File: src/rtl/jpeg_stage_sequencer.sv
// ============================================================================
// jpeg_stage_sequencer : drives each 8x8 block through RGB2YCBCR, DCT, QUAN,
//                        HUFF with start/done handshakes; counts blocks/frame.
// Optional feature     : SEQ_WATCHDOG_EN (per-stage wait watchdog, sticky err)
// Revision             : 1.0
// ============================================================================
`default_nettype none

module jpeg_stage_sequencer #(
  parameter int unsigned NUM_BLOCKS     = 4096,
  parameter int unsigned TIMEOUT_CYCLES = 1024
) (
  input  logic clk,
  input  logic rst_n,
  input  logic start,
  input  logic abort,
  output logic start_rgb,
  output logic start_dct,
  output logic start_quan,
  output logic start_huff,
  input  logic done_rgb,
  input  logic done_dct,
  input  logic done_quan,
  input  logic done_huff,
  output logic [((NUM_BLOCKS > 1) ? $clog2(NUM_BLOCKS) : 1)-1:0] blk_idx,
  output logic busy,
  output logic frame_done,
  output logic err
);

  localparam int unsigned IDX_W = (NUM_BLOCKS > 1) ? $clog2(NUM_BLOCKS) : 1;
  localparam logic [IDX_W-1:0] LAST_IDX = IDX_W'(NUM_BLOCKS - 1);

  typedef enum logic [2:0] {
    S_IDLE  = 3'd0,
    S_RGB   = 3'd1,
    S_DCT   = 3'd2,
    S_QUAN  = 3'd3,
    S_HUFF  = 3'd4,
    S_FDONE = 3'd5
  } state_t;

  state_t           state_q;
  logic             start_rgb_q, start_dct_q, start_quan_q, start_huff_q;
  logic [IDX_W-1:0] blk_idx_q;
  logic             busy_q;
  logic             frame_done_q;
  logic             err_q;

  logic in_stage;
  logic stage_done;

  always_comb begin
    in_stage   = 1'b0;
    stage_done = 1'b0;
    case (state_q)
      S_RGB:   begin in_stage = 1'b1; stage_done = done_rgb;  end
      S_DCT:   begin in_stage = 1'b1; stage_done = done_dct;  end
      S_QUAN:  begin in_stage = 1'b1; stage_done = done_quan; end
      S_HUFF:  begin in_stage = 1'b1; stage_done = done_huff; end
      default: begin in_stage = 1'b0; stage_done = 1'b0;      end
    endcase
  end

`ifdef SEQ_WATCHDOG_EN
  localparam int unsigned WAIT_W = $clog2(TIMEOUT_CYCLES + 1);
  localparam logic [WAIT_W-1:0] WAIT_LIMIT = WAIT_W'(TIMEOUT_CYCLES);
  logic [WAIT_W-1:0] wait_q;
`else
  // TIMEOUT_CYCLES only matters when the watchdog is built in.
  logic unused_timeout;
  assign unused_timeout = (TIMEOUT_CYCLES != 0);
`endif

  always_ff @(posedge clk) begin
    if (!rst_n) begin
      state_q      <= S_IDLE;
      start_rgb_q  <= 1'b0;
      start_dct_q  <= 1'b0;
      start_quan_q <= 1'b0;
      start_huff_q <= 1'b0;
      blk_idx_q    <= '0;
      busy_q       <= 1'b0;
      frame_done_q <= 1'b0;
      err_q        <= 1'b0;
`ifdef SEQ_WATCHDOG_EN
      wait_q       <= '0;
`endif
    end else if (abort) begin
      // err is deliberately left alone so a watchdog trip survives an abort
      state_q      <= S_IDLE;
      start_rgb_q  <= 1'b0;
      start_dct_q  <= 1'b0;
      start_quan_q <= 1'b0;
      start_huff_q <= 1'b0;
      blk_idx_q    <= '0;
      busy_q       <= 1'b0;
      frame_done_q <= 1'b0;
`ifdef SEQ_WATCHDOG_EN
      wait_q       <= '0;
`endif
    end else begin
      start_rgb_q  <= 1'b0;
      start_dct_q  <= 1'b0;
      start_quan_q <= 1'b0;
      start_huff_q <= 1'b0;
      frame_done_q <= 1'b0;
      case (state_q)
        S_IDLE: begin
          if (start) begin
            state_q     <= S_RGB;
            start_rgb_q <= 1'b1;
            blk_idx_q   <= '0;
            busy_q      <= 1'b1;
            err_q       <= 1'b0;
          end
        end
        S_RGB: begin
          if (done_rgb) begin
            state_q     <= S_DCT;
            start_dct_q <= 1'b1;
          end
        end
        S_DCT: begin
          if (done_dct) begin
            state_q      <= S_QUAN;
            start_quan_q <= 1'b1;
          end
        end
        S_QUAN: begin
          if (done_quan) begin
            state_q      <= S_HUFF;
            start_huff_q <= 1'b1;
          end
        end
        S_HUFF: begin
          if (done_huff) begin
            if (blk_idx_q == LAST_IDX) begin
              state_q      <= S_FDONE;
              frame_done_q <= 1'b1;
            end else begin
              state_q     <= S_RGB;
              start_rgb_q <= 1'b1;
              blk_idx_q   <= blk_idx_q + IDX_W'(1);
            end
          end
        end
        S_FDONE: begin
          state_q <= S_IDLE;
          busy_q  <= 1'b0;
        end
        default: begin
          state_q <= S_IDLE;
          busy_q  <= 1'b0;
        end
      endcase
`ifdef SEQ_WATCHDOG_EN
      // A done in the limit cycle takes precedence over the timeout.
      if (!in_stage || stage_done) begin
        wait_q <= '0;
      end else if (wait_q == WAIT_LIMIT) begin
        state_q <= S_IDLE;
        busy_q  <= 1'b0;
        err_q   <= 1'b1;
        wait_q  <= '0;
      end else begin
        wait_q <= wait_q + WAIT_W'(1);
      end
`endif
    end
  end

`ifndef SEQ_WATCHDOG_EN
  logic unused_stage;
  assign unused_stage = in_stage & stage_done;
`endif

  assign start_rgb  = start_rgb_q;
  assign start_dct  = start_dct_q;
  assign start_quan = start_quan_q;
  assign start_huff = start_huff_q;
  assign blk_idx    = blk_idx_q;
  assign busy       = busy_q;
  assign frame_done = frame_done_q;
  assign err        = err_q;

endmodule

`default_nettype wire

File: config.mk
export PLATFORM = sky130hd
export DESIGN_NAME = jpeg_stage_sequencer
export DESIGN_NICKNAME = d
export VERILOG_FILES = /design/src/rtl/jpeg_stage_sequencer.sv
export SDC_FILE = /design/constraint.sdc
export NUM_CORES = 1
export LEC_CHECK = 0
export CAP_MARGIN = 5
export CELL_PAD_IN_SITES_DETAIL_PLACEMENT = 1
export CELL_PAD_IN_SITES_GLOBAL_PLACEMENT = 2
export CORE_UTILIZATION = 28
export DETAILED_ROUTE_END_ITERATION = 16
export MAX_ROUTING_LAYER = met4
export PLACE_DENSITY = 0.77
export SYNTH_ARGS = -nofsm -noshare
export SYNTH_HDL_FRONTEND = slang
export SYNTH_SLANG_ARGS = --single-unit
File: constraint.sdc
create_clock -name clk -period 2 [get_ports clk]
set_input_delay 0.4 -clock clk [delete_from_list [all_inputs] [get_ports clk]]
set_output_delay 0.4 -clock clk [all_outputs]
set_load 0.01 [all_outputs]
==> run summary <==
Port Buffers = 25
Sink Count = 21
number of antenna diodes = 0
Vert. Die Dim = 65.5 µm
Sw Share = 22.8%
yosys warns = 0
Post-Synth Simple-Gate Area = 31.1%
Top FF cell, synth = dfxtp_1
clock skew = 0.00412 ns
GRT overflow = 0
cell taking the most area after synthesis = dfxtp_1
Seq pwr share = 54.4%
largest net degree at the start of global routing = 14
status = finished clean
DP Wirelength = 2550 µm
max-cap viol count = 0
vias in the first global route = 1101
Post-synth ARST share = 0%
Syn Inst Count = 134
initial core utilization = 30.0%
final standard cell area without fillers = 1520 µm²
crit start category = register
H-tree depth = 1
Clk pin slew, worst setup/hold paths = 0.08 ns
Worst Hold Class = reg2reg
row count = 22
fin nets = 175
Synth Cell Area = 1130 µm²
Worst Hold Depth = 2
global-route wire length before repair = 5400 µm
Max Fclk = 530 MHz
layout cells sized above 1 = 15.2%
internal power = 605 µW
clock latency on the worst-skew pair = 0.26 ns
Synth top area share = 37.2%
Layout area overhead = 34.7%
Die Span X = 65.5 µm
Die ar. = 4290 µm²
Synth Area in Compound Gates = 21.3%
post-route minimum period = 1.89 ns
Routed WL per cell = 15.6 µm
Num CTS Buffers = 3
register area share after synthesis = 37.2%
Vias = 1145
Synth Register Bits = 21
TritonCTS clock tree = done
Max VDD drop = 0.207 mV
EDFF count, synth = 0
clk buf depth = 2
part of the power in the clock network = 35.7%
vias per std cell = 5.38
cts hold-fix bufs = 0
Leak Pwr = 0.497 nW
RSZ-0062 raised after global routing = no
post-synthesis mux area share = 2.88%
count of unique library cells instantiated by Yosys = 48
CP max FO = 13
Psw = 179 µW
GRT Total Usage = 17.0%
setup TNS = 0 ns
Final Power = 784 µW
Detail Route Antenna Nets = 0
post-place instance area = 1480 µm²
period utilization = 94.3%
GPL Wtd Cong = 0.851
Ports = 27
area of the core = 3770 µm²
fin. max-slew vios = 0
adder-cell share of the synthesized area = 1.11%
initial detailed-routing violation count = 42
Setup crit end kind = register
main combinational cell family by area after synthesis = simple AND/OR/NAND/NOR gates
Critical Path AT = 2.04 ns
initial antenna violation count = 0
worst r2r path cells = 6
Setup Fix Bufs, Post-CTS = 0
Root Driver = clkbuf_8
xor and xnor area share after synthesis = 0%
post-CTS sizing = 0
final hold viol count = 0
logic gate share of total power = 9.9%
WL final = 3320 µm
Power Density = 515 nW/µm²
syn_area_per_cell = 8.43 µm²
Worst EP required = 2.15 ns
Detailed Routing Iterations Pass 1 = 4
top post-synthesis cells by area = dfxtp_1 (37%), nand2_1 (4.7%), nand4_1 (3.3%)
Setup violations, final = 0
CP Class = reg2reg
Post-Syn Nets = 143
DRC = 0
[final cells by class]
type	instances	area, µm²
fillers	451	2250
multi-input cells	100	641
flip-flops and latches	21	420
repair buffers	38	348
well taps	48	60.1
clock buffers	4	45.0
inverters	2	7.51
[worst paths after layout]
kind,from,end,slack (ns)
max,blk_idx[0]$_SDFFE_PP0P_,blk_idx[3]$_SDFFE_PP0P_,0.11
min reg2reg,blk_idx[11]$_SDFFE_PP0P_,blk_idx[11]$_SDFFE_PP0P_,0.51
max reg2reg,blk_idx[0]$_SDFFE_PP0P_,blk_idx[3]$_SDFFE_PP0P_,0.11
min,blk_idx[11]$_SDFFE_PP0P_,blk_idx[11]$_SDFFE_PP0P_,0.51
[registers in the layout, indices dropped and copies added, names as in the netlist]
| name | flops |
|---|---|
| start_rgb | 1 |
| start_quan | 1 |
| start_huff | 1 |
| state_q | 3 |
| start_dct | 1 |
| blk_idx | 12 |
| frame_done | 1 |
| busy | 1 |
[cells in the final DEF, fill, tap and decap left out, types with 2 or more instances in the layout]
cell type,n
clkdlybuf4s50_1,25
dfxtp_1,21
nand2_1,14
buf_4,13
o21ai_0,7
a21oi_1,7
nand4_1,6
or3_1,6
nor3_1,6
nand3_1,4
nor2_1,4
a211oi_1,3
o221a_2,3
a31oi_1,3
clkbuf_8,3
inv_1,2
nand2b_1,2
or2_1,2
and4_1,2
and2_1,2
and3_1,2
mux2_2,2
[Yosys cell counts (2+ instances only)]
cell type,n
a211oi_1,3
a21oi_1,7
a31oi_1,3
and2_1,2
and3_1,2
and4_1,2
buf_2,4
buf_4,2
clkbuf_1,4
dfxtp_1,21
inv_1,2
mux2_2,2
nand2_1,14
nand2b_1,2
nand3_1,4
nand4_1,6
nor2_1,4
nor3_1,6
o21ai_0,7
o221a_2,3
or2_1,2
or3_1,6
[logic make-up (layout without fill, tap and decap cells)]
| logic type | after synthesis | count (layout) |
|---|---|---|
| buf+inv | 13 | 44 |
| mux | 3 | 3 |
| simple gates | 61 | 61 |
| compound gates | 34 | 34 |
| other cells | 1 | 1 |
| flops | 21 | 21 |
| fa+ha+maj | 1 | 1 |
[routing by layer]
metal / routed length (µm) / global-route usage (%) / up-vias
li1: - / - / 562
met3: 118 / 2.08 / 4
met1: 1600 / 22.5 / 546
met2: 1550 / 26.0 / 33
met5: 0 / - / -
met4: 48 / 7.07 / 0
[critical path: stages, from the launching register on]
cell,delay (ns)
dfxtp_1,0.44
ha_1,0.26
nand4_1,0.21
nor4_2,0.29
buf_4,0.23
nor3_1,0.07
o221a_2,0.27
[per-stage QoR]
step	setup WS, ns	cells	hold WS, ns	util (%)
floorplan	0.222	134	0.507	-
global placement	0.0448	209	0.489	39.2
detailed placement	-0.00907	209	0.500	39.2
CTS	0.119	213	0.512	40.3
global route	0.00717	213	0.539	40.3
finish	0.114	213	0.508	40.3
[power by group through the flow]
stage | sequential, mW | combinational [mW] | clock (mW)
5_1_grt | 0.428 | 0.0840 | 0.303
3_3_place_gp | 0.437 | 0.0767 | 0
6_report | 0.427 | 0.0774 | 0.280
3_5_place_dp | 0.437 | 0.0778 | 0
4_1_cts | 0.427 | 0.0780 | 0.288
2_1_floorplan | 0.435 | 0.0393 | 0
(Power assumes the default switching activity.)
